===== config.mk =====
export PLATFORM = sky130hd
export DESIGN_NAME = mem_lsu_flat
export DESIGN_NICKNAME = d
export VERILOG_FILES = /design/src/rtl/mem_lsu_if.sv /design/src/rtl/mem_lsu.sv /design/src/flat_wrapper.sv
export SDC_FILE = /design/constraint.sdc
export NUM_CORES = 1
export LEC_CHECK = 0
export CAP_MARGIN = 0
export CORE_MARGIN = 4
export CORE_UTILIZATION = 45
export DETAILED_ROUTE_END_ITERATION = 8
export GPL_TIMING_DRIVEN = 0
export HOLD_SLACK_MARGIN = 0.03
export PLACE_DENSITY = 0.77
export SYNTH_ARGS = -nofsm -noshare
export SYNTH_HDL_FRONTEND = slang
export SYNTH_SLANG_ARGS = --single-unit

===== constraint.sdc =====
create_clock -name clk -period 5.5 [get_ports clk]
set_input_delay 1.1 -clock clk [delete_from_list [all_inputs] [get_ports clk]]
set_output_delay 1.1 -clock clk [all_outputs]
set_load 0.02 [all_outputs]

===== src/rtl/mem_lsu_if.sv =====
// Memory-controller port of the load/store stage: request/grant/rvalid handshake.
interface mem_lsu_if #(
  parameter int unsigned XLEN = 32
);
  localparam int unsigned BE_W = XLEN / 8;

  logic            mem_req;
  logic            mem_we;
  logic [XLEN-1:0] mem_addr;
  logic [XLEN-1:0] mem_wdata;
  logic [BE_W-1:0] mem_be;
  logic            mem_gnt;
  logic            mem_rvalid;
  logic [XLEN-1:0] mem_rdata;

  modport master (
    output mem_req, mem_we, mem_addr, mem_wdata, mem_be,
    input  mem_gnt, mem_rvalid, mem_rdata
  );

  modport slave (
    input  mem_req, mem_we, mem_addr, mem_wdata, mem_be,
    output mem_gnt, mem_rvalid, mem_rdata
  );
endinterface


===== src/rtl/mem_lsu.sv =====
// Clocked MEM stage: in-order store buffer, single outstanding load, lane select and
// sign/zero extension, misalignment/illegal-op detection.
module mem_lsu #(
  parameter int unsigned XLEN     = 32,
  parameter int unsigned SB_DEPTH = 2,
  parameter int unsigned REG_W    = 5
) (
  input  logic             clk,
  input  logic             rst,
  input  logic             ex_valid,
  input  logic [3:0]       ex_op,
  input  logic [REG_W-1:0] ex_rd,
  input  logic             ex_wreg,
  input  logic [XLEN-1:0]  ex_addr,
  input  logic [XLEN-1:0]  ex_wdata,
  output logic             ex_ready,
  output logic             stall_req,
  mem_lsu_if.master        mem,
  output logic             fwd_valid,
  output logic [REG_W-1:0] fwd_rd,
  output logic [XLEN-1:0]  fwd_data,
  output logic             wb_valid,
  output logic [REG_W-1:0] wb_rd,
  output logic             wb_wreg,
  output logic [XLEN-1:0]  wb_data,
  output logic             err_o,
  output logic [XLEN-1:0]  err_addr
);
  localparam int unsigned BE_W  = XLEN / 8;
  localparam int unsigned OFF_W = $clog2(BE_W);
  localparam int unsigned PTR_W = (SB_DEPTH > 1) ? $clog2(SB_DEPTH) : 1;
  localparam int unsigned CNT_W = $clog2(SB_DEPTH + 1);

  localparam logic [3:0] OP_LB = 4'd1, OP_LH = 4'd2, OP_LW = 4'd3, OP_LBU = 4'd4,
                         OP_LHU = 4'd5, OP_LD = 4'd6, OP_LWU = 4'd7, OP_SB = 4'd9,
                         OP_SH = 4'd10, OP_SW = 4'd11, OP_SD = 4'd12;

  localparam logic [1:0] S_IDLE = 2'd0, S_LD_PEND = 2'd1, S_LD_REQ = 2'd2, S_LD_WAIT = 2'd3;

  logic [1:0]       state, state_nx;
  logic             is_load, is_store, illegal, misal, bad, accept, push, pop, drain, sb_full;
  logic [1:0]       size_lg;
  logic [OFF_W-1:0] off, ld_off;
  logic [BE_W-1:0]  be_mask;
  logic [XLEN-1:0]  ld_shift, ld_data;

  logic [XLEN-1:0]  sb_addr [SB_DEPTH];
  logic [XLEN-1:0]  sb_data [SB_DEPTH];
  logic [BE_W-1:0]  sb_be   [SB_DEPTH];
  logic [PTR_W-1:0] sb_head, sb_tail;
  logic [CNT_W-1:0] sb_count;

  logic [3:0]       ld_op;
  logic [REG_W-1:0] ld_rd;
  logic             ld_wreg;
  logic [XLEN-1:0]  ld_addr;

  // Op decode: class, access size (log2 bytes) and fault detection
  always_comb begin
    is_load  = 1'b0;
    is_store = 1'b0;
    size_lg  = 2'd0;
    case (ex_op)
      OP_LB, OP_LBU: begin is_load  = 1'b1; size_lg = 2'd0; end
      OP_LH, OP_LHU: begin is_load  = 1'b1; size_lg = 2'd1; end
      OP_LW, OP_LWU: begin is_load  = 1'b1; size_lg = 2'd2; end
      OP_LD:         begin is_load  = 1'b1; size_lg = 2'd3; end
      OP_SB:         begin is_store = 1'b1; size_lg = 2'd0; end
      OP_SH:         begin is_store = 1'b1; size_lg = 2'd1; end
      OP_SW:         begin is_store = 1'b1; size_lg = 2'd2; end
      OP_SD:         begin is_store = 1'b1; size_lg = 2'd3; end
      default: ;
    endcase
    off     = ex_addr[OFF_W-1:0];
    illegal = (XLEN == 32) && (ex_op == OP_LD || ex_op == OP_LWU || ex_op == OP_SD);
    misal   = (off & OFF_W'((4'd1 << size_lg) - 4'd1)) != '0;
    bad     = (is_load || is_store) && (illegal || misal);
    case (size_lg)
      2'd0:    be_mask = BE_W'(4'h1);
      2'd1:    be_mask = BE_W'(4'h3);
      2'd2:    be_mask = BE_W'(4'hF);
      default: be_mask = '1;
    endcase
  end

  assign sb_full   = sb_count == CNT_W'(SB_DEPTH);
  assign ex_ready  = (state == S_IDLE) && !(is_store && sb_full);
  assign stall_req = ex_valid && !ex_ready;
  assign accept    = ex_valid && ex_ready;
  assign push      = accept && is_store && !bad;
  assign drain     = (state == S_IDLE || state == S_LD_PEND) && sb_count != '0;
  assign pop       = drain && mem.mem_gnt;

  assign fwd_valid = accept && ex_wreg && !is_load && ex_rd != '0;
  assign fwd_rd    = ex_rd;
  assign fwd_data  = ex_wdata;

  // Store buffer storage; occupancy tracked by pointers/count below
  always_ff @(posedge clk) begin
    if (push) begin
      sb_addr[sb_tail] <= {ex_addr[XLEN-1:OFF_W], OFF_W'(0)};
      sb_data[sb_tail] <= ex_wdata << {off, 3'b000};
      sb_be[sb_tail]   <= be_mask << off;
    end
  end

  always_ff @(posedge clk) begin
    if (rst) begin
      sb_head  <= '0;
      sb_tail  <= '0;
      sb_count <= '0;
    end else begin
      if (push) sb_tail <= (sb_tail == PTR_W'(SB_DEPTH - 1)) ? '0 : sb_tail + PTR_W'(1);
      if (pop)  sb_head <= (sb_head == PTR_W'(SB_DEPTH - 1)) ? '0 : sb_head + PTR_W'(1);
      sb_count <= sb_count + CNT_W'(push) - CNT_W'(pop);
    end
  end

  // Load slot holds the accepted load until it retires
  always_ff @(posedge clk) begin
    if (rst) begin
      ld_op   <= '0;
      ld_rd   <= '0;
      ld_wreg <= 1'b0;
      ld_addr <= '0;
    end else if (accept && is_load && !bad) begin
      ld_op   <= ex_op;
      ld_rd   <= ex_rd;
      ld_wreg <= ex_wreg;
      ld_addr <= ex_addr;
    end
  end

  always_ff @(posedge clk) begin
    if (rst) state <= S_IDLE;
    else     state <= state_nx;
  end

  always_comb begin
    state_nx = state;
    case (state)
      S_IDLE:    if (accept && is_load && !bad) state_nx = S_LD_PEND;
      S_LD_PEND: if (sb_count == '0)            state_nx = S_LD_REQ;
      S_LD_REQ:  if (mem.mem_gnt)               state_nx = S_LD_WAIT;
      S_LD_WAIT: if (mem.mem_rvalid)            state_nx = S_IDLE;
      default:                                  state_nx = S_IDLE;
    endcase
  end

  // Bus drive: the load request wins only once the buffer has drained
  always_comb begin
    mem.mem_req   = 1'b0;
    mem.mem_we    = 1'b0;
    mem.mem_addr  = '0;
    mem.mem_wdata = '0;
    mem.mem_be    = '0;
    if (state == S_LD_REQ) begin
      mem.mem_req  = 1'b1;
      mem.mem_addr = {ld_addr[XLEN-1:OFF_W], OFF_W'(0)};
    end else if (drain) begin
      mem.mem_req   = 1'b1;
      mem.mem_we    = 1'b1;
      mem.mem_addr  = sb_addr[sb_head];
      mem.mem_wdata = sb_data[sb_head];
      mem.mem_be    = sb_be[sb_head];
    end
  end

  assign ld_off   = ld_addr[OFF_W-1:0];
  assign ld_shift = mem.mem_rdata >> {ld_off, 3'b000};

  always_comb begin
    case (ld_op)
      OP_LB:   ld_data = XLEN'($signed(ld_shift[7:0]));
      OP_LBU:  ld_data = XLEN'(ld_shift[7:0]);
      OP_LH:   ld_data = XLEN'($signed(ld_shift[15:0]));
      OP_LHU:  ld_data = XLEN'(ld_shift[15:0]);
      OP_LW:   ld_data = XLEN'($signed(ld_shift[31:0]));
      OP_LWU:  ld_data = XLEN'(ld_shift[31:0]);
      default: ld_data = ld_shift;
    endcase
  end

  // WB / error registers: one-cycle pulses per retired instruction
  always_ff @(posedge clk) begin
    if (rst) begin
      wb_valid <= 1'b0;
      wb_rd    <= '0;
      wb_wreg  <= 1'b0;
      wb_data  <= '0;
      err_o    <= 1'b0;
      err_addr <= '0;
    end else begin
      wb_valid <= 1'b0;
      err_o    <= 1'b0;
      if (state == S_LD_WAIT && mem.mem_rvalid) begin
        wb_valid <= 1'b1;
        wb_rd    <= ld_rd;
        wb_wreg  <= ld_wreg;
        wb_data  <= ld_data;
      end else if (accept && !(is_load && !bad)) begin
        wb_valid <= 1'b1;
        wb_rd    <= ex_rd;
        wb_wreg  <= ex_wreg && !is_load && !is_store;
        wb_data  <= ex_wdata;
        if (bad) begin
          err_o    <= 1'b1;
          err_addr <= ex_addr;
        end
      end
    end
  end
endmodule


===== src/flat_wrapper.sv =====
// flat-port wrapper written by rule: the top's interface ports become plain ports
module mem_lsu_flat 
#(
  parameter int unsigned XLEN     = 32,
  parameter int unsigned SB_DEPTH = 2,
  parameter int unsigned REG_W    = 5
)
  (clk, rst, ex_valid, ex_op, ex_rd, ex_wreg, ex_addr, ex_wdata, ex_ready, stall_req, fwd_valid, fwd_rd, fwd_data, wb_valid, wb_rd, wb_wreg, wb_data, err_o, err_addr, mem_mem_req, mem_mem_we, mem_mem_addr, mem_mem_wdata, mem_mem_be, mem_mem_gnt, mem_mem_rvalid, mem_mem_rdata);
  mem_lsu_if #(.XLEN(XLEN)) mem_i ();
  input  logic clk;
  input  logic rst;
  input  logic ex_valid;
  input  logic [3:0] ex_op;
  input  logic [REG_W-1:0] ex_rd;
  input  logic ex_wreg;
  input  logic [XLEN-1:0] ex_addr;
  input  logic [XLEN-1:0] ex_wdata;
  output logic ex_ready;
  output logic stall_req;
  output logic fwd_valid;
  output logic [REG_W-1:0] fwd_rd;
  output logic [XLEN-1:0] fwd_data;
  output logic wb_valid;
  output logic [REG_W-1:0] wb_rd;
  output logic wb_wreg;
  output logic [XLEN-1:0] wb_data;
  output logic err_o;
  output logic [XLEN-1:0] err_addr;
  output wire logic [$bits(mem_i.mem_req)-1:0] mem_mem_req;
  output wire logic [$bits(mem_i.mem_we)-1:0] mem_mem_we;
  output wire logic [$bits(mem_i.mem_addr)-1:0] mem_mem_addr;
  output wire logic [$bits(mem_i.mem_wdata)-1:0] mem_mem_wdata;
  output wire logic [$bits(mem_i.mem_be)-1:0] mem_mem_be;
  input wire logic [$bits(mem_i.mem_gnt)-1:0] mem_mem_gnt;
  input wire logic [$bits(mem_i.mem_rvalid)-1:0] mem_mem_rvalid;
  input wire logic [$bits(mem_i.mem_rdata)-1:0] mem_mem_rdata;
  assign mem_mem_req = mem_i.mem_req;
  assign mem_mem_we = mem_i.mem_we;
  assign mem_mem_addr = mem_i.mem_addr;
  assign mem_mem_wdata = mem_i.mem_wdata;
  assign mem_mem_be = mem_i.mem_be;
  assign mem_i.mem_gnt = mem_mem_gnt;
  assign mem_i.mem_rvalid = mem_mem_rvalid;
  assign mem_i.mem_rdata = mem_mem_rdata;
  mem_lsu #(.XLEN(XLEN), .SB_DEPTH(SB_DEPTH), .REG_W(REG_W)) u_core (.clk(clk), .rst(rst), .ex_valid(ex_valid), .ex_op(ex_op), .ex_rd(ex_rd), .ex_wreg(ex_wreg), .ex_addr(ex_addr), .ex_wdata(ex_wdata), .ex_ready(ex_ready), .stall_req(stall_req), .mem(mem_i), .fwd_valid(fwd_valid), .fwd_rd(fwd_rd), .fwd_data(fwd_data), .wb_valid(wb_valid), .wb_rd(wb_rd), .wb_wreg(wb_wreg), .wb_data(wb_data), .err_o(err_o), .err_addr(err_addr));
endmodule

# ---- After elaboration in Yosys (flattened, before gate mapping)
# Memories as Yosys holds them, arrays and structs flattened. A register that Yosys moved wholly into a read port is not among the register bits.
# Cells that the tools add are included.
dict set report word_totals {
  register_bits 120
  mem_bits_rw 132
  input_bits 111
  word_cells 136
  n_memories 3
}
# name depth word_bits read_ports rd_clocked_by_memory_dff write_ports line
set memory_table {}
lappend memory_table {u_core.sb_data 2 32 1 1 1 mem_lsu.sv:48} ;# logic [XLEN-1:0] sb_data [SB_DEPTH];
lappend memory_table {u_core.sb_addr 2 30 1 1 1 mem_lsu.sv:47} ;# logic [XLEN-1:0] sb_addr [SB_DEPTH];
lappend memory_table {u_core.sb_be 2 4 1 1 1 mem_lsu.sv:49} ;# logic [BE_W-1:0] sb_be [SB_DEPTH];
dict set report classes {
  addsub 5
  eq_ne 24
  shifts 4
  n_mux 38
  bitwise 3
  n_reduce_logical 45
}
# operator count
set ops {}
lappend ops {{2-to-1 mux 32 bit} 6}
lappend ops {{one-hot mux 32 bit (4 select lines)} 1}
lappend ops {{<< shifter 32 x 5 -> 32 bit} 1}
lappend ops {{>> shifter 32 x 5 -> 32 bit} 1}
lappend ops {{equality test 4 x 3 -> 1 bit, second input constant} 6}
lappend ops {{2-to-1 mux 1 bit} 20}
lappend ops {{logical AND 1 bit} 19}
lappend ops {{equality test 4 bit, second input constant} 4}
lappend ops {{equality test 4 x 2 -> 1 bit, second input constant} 3}
lappend ops {{2-to-1 mux 5 bit} 2}
lappend ops {{OR reduction 3 bit} 3}
lappend ops {{equality test 4 x 1 -> 1 bit, second input constant} 2}
lappend ops {{2-to-1 mux 2 bit} 4}
lappend ops {{2-to-1 mux 4 bit} 2}
lappend ops {{!= test 2 bit, second input constant} 4}
lappend ops {{one-hot mux 2 bit (4 select lines)} 1}
lappend ops {{one-hot mux 4 bit (2 select lines)} 1}
lappend ops {{OR reduction 7 bit} 1}
lappend ops {{equality test 2 bit, second input constant} 3}
lappend ops {{logical NOT 1 bit} 6}
lappend ops {{logical NOT 2 bit} 3}
lappend ops {{one-hot mux 2 bit (3 select lines)} 1}
lappend ops {{nonzero test 2 bit} 3}
lappend ops {{logical OR 1 bit} 5}
lappend ops {{other kinds (14)} 17}

# ---- Longest topological paths before layout
dict set report depth {
  depth_word 15
  mapped_depth 12
  mapped_depth_nobuf 12
}

# ---- Least setup slack after synthesis
# Ideal clock, no wire load.
dict set report synth_path {
  path_type {input to register}
  startpoint {in ex_op[0]}
  endpoint {mem u_core.sb_addr[0][0] in the netlist's numbering, enable pin}
  t_arrival_ns 5.115
  path_slack_ns -0.105
  stages 6
  path_buffers 1
  cell_sequence {buf_2 or3_4 a41o_1 nor4_1 inv_1 nor2_1}
}
dict set report synth_via {
  elab_chain_cells 13
  elab_cells_between_ends 37
  cone_classes {add/sub: 1; eq/ne: 11; shift: 1; mux: 5; bitwise: 1; reduce/logical: 18}
}
# item line
set synth_rtl {}
lappend synth_rtl {{start, declared} flat_wrapper.sv:13} ;# input logic [3:0] ex_op;
lappend synth_rtl {{equality test 4 x 2 -> 1 bit, or another cell as far along} mem_lsu.sv:63} ;# case (ex_op)
lappend synth_rtl {{OR reduction 3 bit (no source line) / OR reduction 2 bit (equally long branches)} -}
lappend synth_rtl {{one-hot mux 2 bit (3 select lines)} mem_lsu.sv:63}
lappend synth_rtl {{<< shifter 1 x 2 -> 2 bit} mem_lsu.sv:76} ;# misal = (off & OFF_W'((4'd1 << size_lg) - 4'd1)) != '0;
lappend synth_rtl {{subtractor 2 x 1 -> 2 bit} mem_lsu.sv:76}
lappend synth_rtl {{bitwise AND 2 bit} mem_lsu.sv:76}
lappend synth_rtl {{nonzero test 2 bit} mem_lsu.sv:76}
lappend synth_rtl {{logical OR 1 bit} mem_lsu.sv:77} ;# bad = (is_load || is_store) && (illegal || misal);
lappend synth_rtl {{logical AND 1 bit} mem_lsu.sv:77}
lappend synth_rtl {{logical NOT 1 bit} mem_lsu.sv:90} ;# assign push = accept && is_store && !bad;
lappend synth_rtl {{logical AND 1 bit *} mem_lsu.sv:90}
lappend synth_rtl {{2-to-1 mux 1 bit *} mem_lsu.sv:100} ;# if (push) begin
lappend synth_rtl {{2-to-1 mux 1 bit (implied by the code) *} mem_lsu.sv:101} ;# sb_addr[sb_tail] <= {ex_addr[XLEN-1:OFF_W], OFF_W'(0)};
lappend synth_rtl {{end, declared} mem_lsu.sv:47}
# Every way passes the cells marked *; elsewhere a longest branch is shown, timed or not.

# ---- Final worst setup path
dict set report layout_path {
  startpoint {reg u_core.state[0]}
  endpoint {out mem_mem_wdata[22]}
}
dict set report layout_via {
  elab_chain_cells 5
  elab_cells_between_ends 7
  cone_classes {eq/ne: 2; mux: 2; reduce/logical: 3}
}
# item line
set layout_rtl {}
lappend layout_rtl {{start, declared} mem_lsu.sv:40} ;# logic [1:0] state, state_nx;
lappend layout_rtl {{start signal, assigned} mem_lsu.sv:136} ;# else state <= state_nx;
lappend layout_rtl {{equality test 2 x 1 -> 1 bit / logical NOT 2 bit (equally long branches)} mem_lsu.sv:91} ;# assign drain = (state == S_IDLE || state == S_LD_PEND) && sb_count != '0;
lappend layout_rtl {{logical OR 1 bit} mem_lsu.sv:91}
lappend layout_rtl {{logical AND 1 bit} mem_lsu.sv:91}
lappend layout_rtl {{2-to-1 mux 32 bit} mem_lsu.sv:160} ;# end else if (drain) begin
lappend layout_rtl {{2-to-1 mux 32 bit *} mem_lsu.sv:157} ;# if (state == S_LD_REQ) begin
lappend layout_rtl {{end, declared} flat_wrapper.sv:32} ;# output wire logic [$bits(mem_i.mem_wdata)-1:0] mem_mem_wdata;
# Marked as above.

==> qor.csv <==
stage,metric,value,unit
global_route,initial antenna violation count,5,
synth,"EDFF count, synth",132,
synth,Synth Area in Adders,0.6438,%
synth,post-synthesis simple-gate area fraction,12.12,%
place,Placer Congestion,0.9424,
routing,first-pass detailed-route iteration total,8,
timing,Setup-failing EPs final,0,
power,Total Power,0.006615,W
die,Die W,169.0,µm
timing,Final Hold Fails,0,
synth,Synth cell types,53,
routing,DR WL/cell,20.42,µm
synth,Yosys reg bits,253,
clock_tree,CTS tree,done,
synth,YS warnings,0,
critical_path,crit-path cells,inv_1 -> ha_1 -> o22ai_1 -> nand2b_1 -> clkbuf_1 -> clkbuf_1 -> nor2_1 -> clkdlybuf4s50_1,
synth,area of the mapped netlist,11660,µm²
routing,Routed Antenna Nets,0,
power,LEAKAGE,5.585,nW
critical_path,CP Data Arrival Time,3.55,ns
routing,detailed-route vias per instance,5.443,
critical_path,Crit. End Element,output pin,
clock_tree,Clock Path Buffers,3,
place,IO buf count,288,
hold_path,HP Class,register to register,
critical_path,required time of the worst setup path,4.40,ns
synth,main combinational cell family by area after synthesis,multiplexers,
clock_tree,clock-pin slew on the worst setup and hold paths,0.07,ns
global_route,total track usage,24.33,%
hold_path,min-delay src,u_core.err_addr[6],
synth,"Seq/Total Area, Yosys",54.76,%
timing,Highest Clock Rate,215.0,MHz
clock_tree,CTS buffer count,27,
timing,Clock Skews,0.02150,ns
routing,number of DRC markers in iteration 0,777,
timing,setup_tns,0,ns
timing,Hold Slack,0.4563,ns
timing,Max Slew Vio Count,0,
timing,min Tclk post-route,4.651,ns
clock_tree,Sink Count,253,
hold_path,Hold Path End,u_core.err_addr[6],
critical_path,reg2reg start,u_core.state[0],
global_route,first-pass GRT wire length,54940,µm
outcome,status,completed,
critical_path,worst reg2reg path endpoint,u_core.sb_data[0][27],
timing,RSZ-0062 raised after global routing,no,
routing,Remaining DRCs,0,
layout,Final Util,63.26,%
synth,Cells after Synth,1110,
die,Ports,293,
clock_tree,Clock Latency Late Sink,0.54,ns
critical_path,CP top delay family,buffers and inverters,
clock_tree,CTS H-tree depth,1,
layout,Area Overhead vs Synth,37.39,%
clock_tree,CTS Root Cell,clkbuf_16,
layout,fill count,2039,
clock_tree,Post-CTS Setup Inserts,0,
critical_path,crit path max fanout,10,
layout,Multi-input gate area,4578,µm²
die,Std-Cell Rows,58,
job,MaxCap Viol Count,0,
global_route,pin count of the biggest net entering global routing,40,
hold_path,Hold Crit Depth,2,
critical_path,nature of the critical path startpoint,register,
critical_path,R2R Setup Slk,2.42,ns
layout,register area,6386,µm²
critical_path,Critical Path Max Stage Delay,0.59,ns
routing,final wirelength,36490,µm
global_route,vias in the first global route,9683,
synth,post-synthesis compound-gate area fraction,11.27,%
critical_path,CP most frequent cell,clkbuf_1,
timing,slew at the pin with the worst max-slew slack,1.060,ns
critical_path,slowest CP cell,clkdlybuf4s50_1,
clock_tree,CTS Hold Buffers Added,0,
die,die outline area,28550,µm²
die,Initial Util,46.04,%
synth,Synth Area in XOR/XNOR,0.3755,%
power,Max IR drop VDD,0.2644,mV
critical_path,FF-to-FF path depth,9,
layout,fin nets,1548,
timing,Final period util,84.56,%
die,Die Y,169.0,µm
timing,relative slew slack,28.70,%
die,core box area,25330,µm²
clock_tree,post-cts resize count,0,
synth,predominant post-synthesis flop cell,edfxtp_1,
critical_path,Crit Path Class,register to output pin,
critical_path,Worst Path Buf+Inv,4,
power,power per cell area,412.9,nW/µm²
layout,share of layout cells above drive strength 1,7.920,%
synth,post-synthesis mux area share,14.70,%
place,Final HPWL DP,26750,µm
timing,Setup WS post-layout,0.8493,ns
routing,Vias,9726,
synth,mean cell area of the mapped netlist,10.51,µm²
global_route,grt ovf,0,
place,setup slack at placement,0.9558,ns
synth,"FFs w/ async S/R, synth",0,%
worst register-to-register path: cells and delay by family (launching register included):
kind / cells / cell delay [ns]
and+or+nand+nor: 3 / 1.15
AOI/OAI and AO/OA: 1 / 0.26
adders and majority gates: 1 / 0.20
DFF: 1 / 0.34
buffers and inverters: 4 / 0.78
through the flow:
stage | instances | area (µm²)
final | 1787 | 16020
after global routing | 1787 | 16020
after CTS | 1782 | 16010
after detailed placement | 1732 | 15050
after global placement | 1729 | 14960
after floorplan | 1111 | 11670
synthesized netlist by cell type (3+ instances only):
library cell  number  area (µm²)
a211o_1            7       61.31
a211oi_1          21       157.7
a21boi_0           5       37.54
a21oi_1           79       395.4
and2_1            12       75.07
buf_1             10       37.54
buf_2              4       20.02
buf_4             42       315.3
buf_6              5       56.30
clkbuf_1          60       225.2
dfxtp_1          121        2422
edfxtp_1         132        3964
ha_1               6       75.07
inv_1             14       52.55
mux2_2             8       90.09
mux2i_1          160        1602
nand2_1          204       765.7
nand3_1            4       20.02
nand4_1            3       18.77
nor2_1            71       266.5
nor2b_1           21       131.4
nor3_1             6       30.03
nor4_1             3       18.77
o21a_1             3       22.52
o21ai_0           29       145.1
o221ai_1           9       78.83
o22ai_1            7       43.79
o31ai_1           31       232.7
xnor2_1            4       35.03
worst max path at each step:
stage,startpoint,to,slack (ns),cells after the start
after floorplan,ex_op[0],u_core.sb_addr[0][0],0.99,6
after global placement,ex_op[0],u_core.sb_data[0][4],-0.88,7
after detailed placement,ex_op[0],fwd_valid,0.96,6
after CTS,u_core.state[0],mem_mem_wdata[15],0.82,8
after global routing,u_core.state[1],mem_mem_wdata[19],0.66,8
final,u_core.state[0],mem_mem_wdata[22],0.85,8
sequential cells by signal (all words and copies together), names as in the netlist, named ones only:
register / count
u_core.sb_data: 64
u_core.sb_addr: 60
u_core.err_addr: 32
u_core.ld_addr: 32
u_core.wb_data: 32
u_core.sb_be: 8
u_core.ld_rd: 5
u_core.wb_rd: 5
u_core.ld_op: 4
u_core.sb_count: 2
u_core.state: 2
u_core.err_o: 1
u_core.ld_wreg: 1
u_core.sb_head: 1
u_core.sb_tail: 1
u_core.wb_valid: 1
u_core.wb_wreg: 1
routing by layer:
layer / up-vias / global-route usage (%) / wire [µm]
li1: 4563 / - / -
met1: 4645 / 32.23 / 15150
met2: 422 / 39.52 / 17180
met3: 96 / 3.947 / 2567
met4: 0 / 10.89 / 1590
met5: - / 0 / 0
layout by cell type (no fill, tap or decap), types with 3 or more instances in the layout:
cell	count
a211o_1	7
a211oi_1	21
a21boi_0	5
a21oi_1	79
and2_1	11
buf_1	10
buf_2	4
buf_4	42
buf_6	5
bufinv_16	6
clkbuf_1	62
clkbuf_16	27
clkdlybuf4s50_1	288
clkinv_1	3
clkinvlp_4	8
dfxtp_1	121
diode_2	5
edfxtp_1	132
ha_1	6
inv_1	14
mux2_2	8
mux2i_1	160
nand2_1	204
nand3_1	4
nand4_1	3
nor2_1	70
nor2b_1	21
nor3_1	6
nor4_1	3
o21a_1	3
o21ai_0	29
o221ai_1	9
o22ai_1	7
o31ai_1	31
xnor2_1	4
where the power goes:
part / internal (W) / switching, W
clock network: 0.00119 / 0.000777
registers: 0.00215 / 0.0000795
logic: 0.00104 / 0.00138
cells by family after synthesis:
family / after synthesis
AO/OA/AOI/OAI: 205
XOR/XNOR: 5
adder cells (fa/ha/maj): 6
buffers and inverters: 136
flip-flops: 253
multiplexers: 169
other: 1
AND/OR/NAND/NOR: 335
final cells by class:
cell class | count | area share [%]
inverter | 15 | 0.3514
tap | 330 | 2.577
multi-input combinational | 722 | 28.57
timing repair buffer | 291 | 18.46
clock inverter | 21 | 1.749
buffer | 121 | 4.084
sequential | 253 | 39.86
antenna | 5 | 0.07809
clock buffer | 29 | 4.264
Note: power is estimated with default switching activity, not from simulation.
==> RTL edit: new RTL, same flow settings <==
`REG_W` is set to 5 in 2 places; all go to 4.
--- a/src/rtl/mem_lsu.sv
+++ b/src/rtl/mem_lsu.sv
@@ -5,3 +5,3 @@
   parameter int unsigned SB_DEPTH = 2,
-  parameter int unsigned REG_W    = 5
+  parameter int unsigned REG_W    = 4
 ) (
--- a/src/flat_wrapper.sv
+++ b/src/flat_wrapper.sv
@@ -5,3 +5,3 @@
   parameter int unsigned SB_DEPTH = 2,
-  parameter int unsigned REG_W    = 5
+  parameter int unsigned REG_W    = 4
 )
Interface: changed (resized ex_rd, fwd_rd and wb_rd); port bits go from 293 to 290. The function was not compared with the original's and may differ.
==> RTL edit against the unedited design <==
Power shrank 3.0%; setup slack worse by 0.039 ns; design area up 2.0%; utilization down 0.73 points; global-route usage grew 0.98 points; register-to-register slack better by 0.40 ns; wire length up 5.7%; clock power barely moved; maximum frequency down 0.82%; area after synthesis grew 3.0%; sequential cell count shrank 2; combinational power is 7% lower; critical path type unchanged; largest power group unchanged.
==> RTL edit: results (changes against the unedited design) <==
[synth]
synthMuxAreaShare_pct=11.5  ; -3.2 points
synth_adder_area_share_pct=0.625  ; -0.019 points
synth_common_cells=nand2_1, mux2i_1, edfxtp_1, dfxtp_1, a21oi_1
yosysSeqAreaShare_pct=52.8  ; -1.9 points
synth_compound_area_share_pct=12.5  ; +1.2 points
netlist_top_cells_area=edfxtp_1, dfxtp_1, mux2i_1
synth-xor-area-share_pct=0.219  ; -0.16 points
yosysUniqueCellTypes=67  ; +26%

[run_status]
outcome=complete, no violations

[detailed_routing]
firstDrtPassIters=7  ; -1
wl_met2_um=18100  ; +5.4%
wl_met3_um=2460  ; -4.1%
drtIter0Drc=885  ; +14%

[setup_path]
crit_arrival_ns=3.59  ; +0.04 ns
r2r-end=u_core.wb_rd[1]
r2r_setup_slack_ns=2.82  ; +0.40 ns
r2r_cells=7  ; -2

[grt]
grt_max_degree=43  ; +7.5%
grt_pass1_vias=9861  ; +1.8%
antenna_found_initial=2  ; -3
grtUsageMet3_pct=4.64  ; +0.70 points
grt_usage_pct=25.3  ; +0.98 points

[power]
switching_share_pct=33.0  ; -0.78 points
total_power_mw=6.42  ; -3.0%
seqPwrFrac_pct=34.4  ; +0.7 points
vdd_drop_max_mv=0.225  ; -15%

[timing]
clock_skew_ns=0.00979  ; -0.0117 ns
maxSlewHeadroom_pct=42.7  ; +14 points

[final_layout]
nFillCells=2173  ; +6.6%
drive_gt1_share_pct=9.47  ; +1.6 points

[placed_design]
dpl_worst_slack_ns=1.00  ; +0.0476 ns
gp_congestion=0.908  ; -3.6%

[worst_hold_path]
min_from=u_core.ld_addr[19]

[RTL edit: cell types whose count changed in the layout (fill, tap and decap cells not counted), moves of 10 or more]
cell      before  now
nand2_1      204  150
nand2b_1       1   67
buf_2          4   19
nor4_2         0   12
nor3_1         6   31
a21o_1         2   12
a211oi_1      21    8
mux2i_1      160  135
[RTL edit: cell type report]
cell class	count	area share [%]
inverters	13	0.314
plain buffers	123	4.07
clock inverters	10	1.01
well taps	335	2.57
flip-flops and latches	251	38.8
diodes	2	0.0306
repair buffers	288	17.9
multi-input cells	753	30.4
clock buffers	40	4.93
[RTL edit: metrics by stage]
stage / hold slack, ns / std cells / setup TNS [ns] / utilization [%] / instance area [um2]
3_5_place_dp: 0.440 / 1763 / 0 / 58.8 / 15400
6_report: 0.453 / 1815 / 0 / 62.5 / 16300
4_1_cts: 0.455 / 1813 / 0 / 62.5 / 16300
3_3_place_gp: 0.435 / 1760 / -162.66 / 58.5 / 15300
5_1_grt: 0.471 / 1815 / 0 / 62.5 / 16300
2_1_floorplan: 0.437 / 1140 / 0 / - / 12000
[RTL edit: critical path: cells and delay by family, from the launching register on]
family	cells	cell delay, ns
fa+ha+maj	1	0.26
flops	1	0.37
buf+inv	4	1.64
compound gates	1	0.48
simple gates	2	0.29
[RTL edit: worst min path at each step]
| stage | end | slack [ns] | cells past startpoint |
|---|---|---|---|
| after floorplan | u_core.ld_addr[10] | 0.44 | 2 |
| after global placement | u_core.wb_rd[0] | 0.44 | 1 |
| after detailed placement | u_core.wb_rd[2] | 0.44 | 1 |
| after CTS | u_core.ld_addr[10] | 0.46 | 2 |
| after global routing | u_core.ld_addr[10] | 0.47 | 2 |
| final | u_core.ld_addr[19] | 0.45 | 2 |
